[src/rtl/ctrl_fetch_seq.sv]
// Fetch sequencer: owns the PC, picks increment / hold / redirect / halt each
// cycle, and keeps a small circular return-address stack for call/return.
//
// state    | meaning
// ---------+---------------------------------------------------------------
// ST_BOOT  | first cycle after reset, PC held at RESET_VEC, fetch not valid
// ST_RUN   | normal fetch: redirect > halt > stall > increment
// ST_FLUSH | one bubble cycle after a redirect, PC holds the target
// ST_HALT  | parked on HALT until resume, all pipeline inputs ignored
module ctrl_fetch_seq #(
  parameter int unsigned PROG_CTR_WID = 10,
  parameter logic [PROG_CTR_WID-1:0] RESET_VEC = '0,
  parameter int unsigned RAS_DEPTH = 4
) (
  input  logic                    clk,
  input  logic                    reset,
  input  logic                    stall_hz,
  input  logic                    branch_taken_EX,
  input  logic [PROG_CTR_WID-1:0] nxt_prog_ctr_EX,
  input  logic                    call_EX,
  input  logic                    ret_EX,
  input  logic [PROG_CTR_WID-1:0] link_addr_EX,
  input  logic                    halt_ID,
  input  logic                    resume,
  output logic [PROG_CTR_WID-1:0] prog_ctr,
  output logic                    instr_valid_IF,
  output logic                    flush_ID_EX,
  output logic                    halted,
  output logic                    ras_err
);

  localparam int unsigned PW = $clog2(RAS_DEPTH);
  localparam int unsigned CW = PW + 1;

  typedef enum logic [1:0] {ST_BOOT, ST_RUN, ST_FLUSH, ST_HALT} state_t;

  state_t                  state_q, state_d;
  logic [PROG_CTR_WID-1:0] prog_ctr_q, prog_ctr_d;
  logic                    valid_q, valid_d;
  logic                    flush_q, flush_d;
  logic                    halted_q, halted_d;
  logic                    ras_err_q, ras_err_d;
  logic [PROG_CTR_WID-1:0] ras_q [RAS_DEPTH];
  logic [PROG_CTR_WID-1:0] ras_d [RAS_DEPTH];
  logic [PW-1:0]           ras_ptr_q, ras_ptr_d;
  logic [CW-1:0]           ras_cnt_q, ras_cnt_d;

  logic [PROG_CTR_WID-1:0] target;
  logic [PW-1:0]           ras_top;
  logic                    ras_empty;
  logic                    ras_full;

  // ras_ptr_q points at the next free slot; the top entry sits one below it.
  assign ras_top   = ras_ptr_q - PW'(1);
  assign ras_empty = (ras_cnt_q == '0);
  assign ras_full  = (ras_cnt_q == CW'(RAS_DEPTH));

  // Next-state, PC selection and RAS push/pop.
  always_comb begin
    state_d    = state_q;
    prog_ctr_d = prog_ctr_q;
    valid_d    = valid_q;
    flush_d    = 1'b0;
    halted_d   = halted_q;
    ras_err_d  = ras_err_q;
    ras_d      = ras_q;
    ras_ptr_d  = ras_ptr_q;
    ras_cnt_d  = ras_cnt_q;
    target     = nxt_prog_ctr_EX;
    case (state_q)
      ST_BOOT: begin
        valid_d = 1'b1;
        state_d = ST_RUN;
      end
      ST_RUN: begin
        if (branch_taken_EX || ret_EX) begin
          if (ret_EX) begin
            // Return wins over a simultaneous call; empty stack falls back to EX target.
            if (!ras_empty) begin
              target    = ras_q[ras_top];
              ras_ptr_d = ras_top;
              ras_cnt_d = ras_cnt_q - CW'(1);
            end else begin
              ras_err_d = 1'b1;
            end
          end else if (call_EX) begin
            // Full stack overwrites the oldest entry; depth count saturates.
            ras_d[ras_ptr_q] = link_addr_EX;
            ras_ptr_d        = ras_ptr_q + PW'(1);
            if (ras_full) ras_err_d = 1'b1;
            else          ras_cnt_d = ras_cnt_q + CW'(1);
          end
          prog_ctr_d = target;
          flush_d    = 1'b1;
          valid_d    = 1'b0;
          state_d    = ST_FLUSH;
        end else if (halt_ID) begin
          valid_d  = 1'b0;
          halted_d = 1'b1;
          state_d  = ST_HALT;
        end else if (stall_hz) begin
          valid_d = 1'b1;
        end else begin
          prog_ctr_d = prog_ctr_q + PROG_CTR_WID'(1);
          valid_d    = 1'b1;
        end
      end
      ST_FLUSH: begin
        valid_d = 1'b1;
        state_d = ST_RUN;
      end
      ST_HALT: begin
        if (resume) begin
          prog_ctr_d = prog_ctr_q + PROG_CTR_WID'(1);
          halted_d   = 1'b0;
          valid_d    = 1'b1;
          state_d    = ST_RUN;
        end
      end
      default: begin
        state_d = ST_BOOT;
      end
    endcase
  end

  // Control registers with synchronous reset.
  always_ff @(posedge clk) begin
    if (reset) begin
      state_q    <= ST_BOOT;
      prog_ctr_q <= RESET_VEC;
      valid_q    <= 1'b0;
      flush_q    <= 1'b0;
      halted_q   <= 1'b0;
      ras_err_q  <= 1'b0;
      ras_ptr_q  <= '0;
      ras_cnt_q  <= '0;
    end else begin
      state_q    <= state_d;
      prog_ctr_q <= prog_ctr_d;
      valid_q    <= valid_d;
      flush_q    <= flush_d;
      halted_q   <= halted_d;
      ras_err_q  <= ras_err_d;
      ras_ptr_q  <= ras_ptr_d;
      ras_cnt_q  <= ras_cnt_d;
    end
  end

  // Stack storage needs no reset: entries are only read when the count says they are valid.
  always_ff @(posedge clk) begin
    ras_q <= ras_d;
  end

  assign prog_ctr       = prog_ctr_q;
  assign instr_valid_IF = valid_q;
  assign flush_ID_EX    = flush_q;
  assign halted         = halted_q;
  assign ras_err        = ras_err_q;

endmodule
[config.mk]
export PLATFORM = sky130hd
export DESIGN_NAME = ctrl_fetch_seq
export DESIGN_NICKNAME = d
export VERILOG_FILES = /design/src/rtl/ctrl_fetch_seq.sv
export SDC_FILE = /design/constraint.sdc
export NUM_CORES = 1
export LEC_CHECK = 0
export CAP_MARGIN = 20
export CORE_ASPECT_RATIO = 1.1
export CORE_MARGIN = 2
export CORE_UTILIZATION = 55
export DETAILED_ROUTE_END_ITERATION = 10
export PLACE_DENSITY = 0.82
export REMOVE_ABC_BUFFERS = 1
export SYNTH_ARGS = -nofsm -noshare
export SYNTH_HDL_FRONTEND = slang
export SYNTH_SLANG_ARGS = --single-unit
[constraint.sdc]
create_clock -name clk -period 6.22 [get_ports clk]
set_clock_uncertainty 0.15 [all_clocks]
set_input_delay 0.622 -clock clk [delete_from_list [all_inputs] [get_ports clk]]
set_output_delay 0.622 -clock clk [all_outputs]
set_load 0.05 [all_outputs]
==> results.sh <==
export IMPL_synth_cells=214
export IMPL_synth_ff_type="edfxtp_1"
export IMPL_required_ps=6260
export IMPL_numCtsBuffers=9
export IMPL_initial_utilization=0.567
export IMPL_synth_edff_count=40
export IMPL_antenna_found_initial=0
export IMPL_hold_violations=0
export IMPL_io_pins=42
export IMPL_first_pass_iters=4
export IMPL_ctsHoldBuffers=0
export IMPL_yosys_cell_types_count=49
export IMPL_rsz0062_at_grt="false"
export IMPL_row_count=27
export IMPL_wl_per_cell_um=16.5
export IMPL_finalWirelength_um=5250
export IMPL_tightest_slew_ps=1020
export IMPL_holdPathStages=2
export IMPL_async_reset_ff_frac=0
export IMPL_min_period_over_period=0.442
export IMPL_yosysWarnings=0
export IMPL_drv_cap=0
export IMPL_syn_avg_cell_area_um2=13.2
export IMPL_grt_use_met1=0.225
export IMPL_drv_slew=0
export IMPL_grt_max_degree=22
export IMPL_synth_seq_cells=61
export IMPL_power_uw=966
export IMPL_cts_repair_resized=0
export IMPL_clk_insertion_delay_late_ps=340
export IMPL_cpMaxStageDelayCell="dfxtp_1"
export IMPL_drc=0
export IMPL_total_leakage_power_nw=1.16
export IMPL_die_x_um=72.4
export IMPL_drive_gt1_frac=0.142
export IMPL_hold_path_class="reg2reg"
export IMPL_worst_path_stages=6
export IMPL_slowest_delay_ps=800
export IMPL_crit_fanout=14
export IMPL_setup_tns_ps=0
export IMPL_core_area_um2=5000
export IMPL_cts_root_buf="clkbuf_8"
export IMPL_crit_buf_inv=1
export IMPL_postCtsSetupRepairBufs=0
export IMPL_vias=1889
export IMPL_die_area_um2=5740
export IMPL_drt_iter0_markers=155
export IMPL_cts_htree_levels=3
export IMPL_synth_top_cell_by_area="edfxtp_1"
export IMPL_use_met3=0.0685
export IMPL_cts_sinks=61
export IMPL_avgViaCountPerCell=5.94
export IMPL_grt_pass1_vias=1751
export IMPL_fin_nets=289
export IMPL_maxSlewHeadroom=0.319
export IMPL_crit_path_start_kind="register"
export IMPL_clockBufferDepth=2
export IMPL_ant_nets=0
export IMPL_clk_pin_slew_ps=80
export IMPL_cts_tree="done"
export IMPL_ir_drop_uv=201
export IMPL_grtUsageTotal=0.196
export IMPL_worstPathArrival_ps=2790
export IMPL_fin_crit_ps=2750
export IMPL_fmax_mhz=364
export IMPL_gr_total_overflow=0
export IMPL_grt_pass1_wl_um=8220
export IMPL_grt_use_met2=0.318
export IMPL_antenna_cells=0
export IMPL_utilization=0.690
export IMPL_yosys_top_cells_count="edfxtp_1, dfxtp_1, nor2_1, a21oi_1, nand2_1"
export IMPL_end_kind="register"
export IMPL_ys_seq_area_frac=0.572
export IMPL_synth_compound_area_frac=0.121
export IMPL_synthXorXnorAreaFrac=0.0155
export IMPL_grt_busiest_layer="met2"
export IMPL_path_cells="inv_1 -> ha_1 -> mux4_2 -> mux2_2 -> o21ai_0 -> a211oi_1"
export IMPL_yosysTopAreaCellShare=0.424
export IMPL_gp_congestion=0.823
export IMPL_synth_most_common_cell="edfxtp_1"
export IMPL_power_density_nw_per_um2=280
export IMPL_crit_type="reg2reg"
export IMPL_area_growth_pct=21.7
export IMPL_synth_top_family_by_area="multiplexers"
export IMPL_syn_cell_area_um2=2830
export IMPL_place_port_buffers=41
export IMPL_setup_viol=0
export IMPL_dp_hpwl_um=3530
export IMPL_synthSimpleGateAreaFrac=0.0954
export IMPL_outcome="complete, no violations"
export IMPL_r2r_cells=6
export IMPL_synth_area_leaders="edfxtp_1, dfxtp_1, mux4_1"
export IMPL_synth_fa_ha_area_frac=0.0291
export IMPL_die_h_um=79.3
export IMPL_synth_mux_area_fraction=0.131
export IMPL_crit_family="flip-flops"
export IMPL_whs_ps=324
==> through the flow <==
step                      setup slack [ps]  area, um^2  std cells
after floorplan                       3870        2760        203
after global placement                3300        3240        302
after detailed placement              3250        3240        302
after CTS                             3430        3450        318
after global routing                  3250        3450        318
final                                 3470        3450        318
==> sequential cells by signal (all words and copies together), names as in the netlist <==
name and count:
flush_ID_EX 1, halted 1, instr_valid_IF 1, prog_ctr 10
ras_cnt_q 3, ras_err 1, ras_ptr_q 2, ras_q 40
state_q 2
==> layout by cell type (no fill, tap or decap), types with 3 or more instances in the layout <==
cell type and count:
inv_6 4, nand3_1 6, or4_1 3, nor2_1 17, a21oi_1 12, and2_1 4, a211oi_1 5, o21ai_0 9
ha_1 5, mux4_2 4, nand2_1 10, a31oi_1 7, clkbuf_8 9, mux2i_1 3, xnor2_1 3, dfxtp_1 21
mux2_2 7, edfxtp_1 40, inv_1 8, mux4_1 6, clkdlybuf4s50_1 41
==> per-layer routing <==
| layer | share of wire | vias up | wire (um) |
|---|---|---|---|
| li1 | - | 910 | - |
| met1 | 0.43 | 904 | 2240 |
| met2 | 0.50 | 69 | 2650 |
| met3 | 0.055 | 6 | 291 |
| met4 | 0.014 | 0 | 73 |
| met5 | 0 | - | 0 |
==> cell type report <==
cell class,count,area (um^2)
fillers,370,1550
well taps,58,72.6
multi-input cells,134,1110
inverters,8,30.0
clock inverters,7,81.3
clock buffers,9,124
flip-flops and latches,61,1620
repair buffers,41,410
==> worst register-to-register path, delay by kind of cell, from the launching register on <==
family                     cells  cell delay [ps]
AOI/OAI and AO/OA              2              230
adders and majority gates      1              600
buffers and inverters          1              170
DFF                            1              800
muxes                          2              650
==> where the power goes <==
| part | switching [mW] | internal (mW) |
|---|---|---|
| clock | 0.176 | 0.191 |
| combinational | 0.0739 | 0.0643 |
| sequential | 0.0172 | 0.443 |
| total | 0.267 | 0.698 |
==> worst paths after layout <==
kind           startpoint     endpoint  slack, ps
max reg2reg  ras_ptr_q[0]  prog_ctr[8]       3470
max          ras_ptr_q[0]  prog_ctr[8]       3470
min reg2reg       ras_err      ras_err        320
min               ras_err      ras_err        320
==> cell families after synthesis <==
family,after synthesis
AO/OA/AOI/OAI,48
flip-flops,61
XOR/XNOR,5
AND/OR/NAND/NOR,54
adder cells (fa/ha/maj),6
multiplexers,21
buffers and inverters,19
Note: power is estimated with default switching activity, not from simulation.
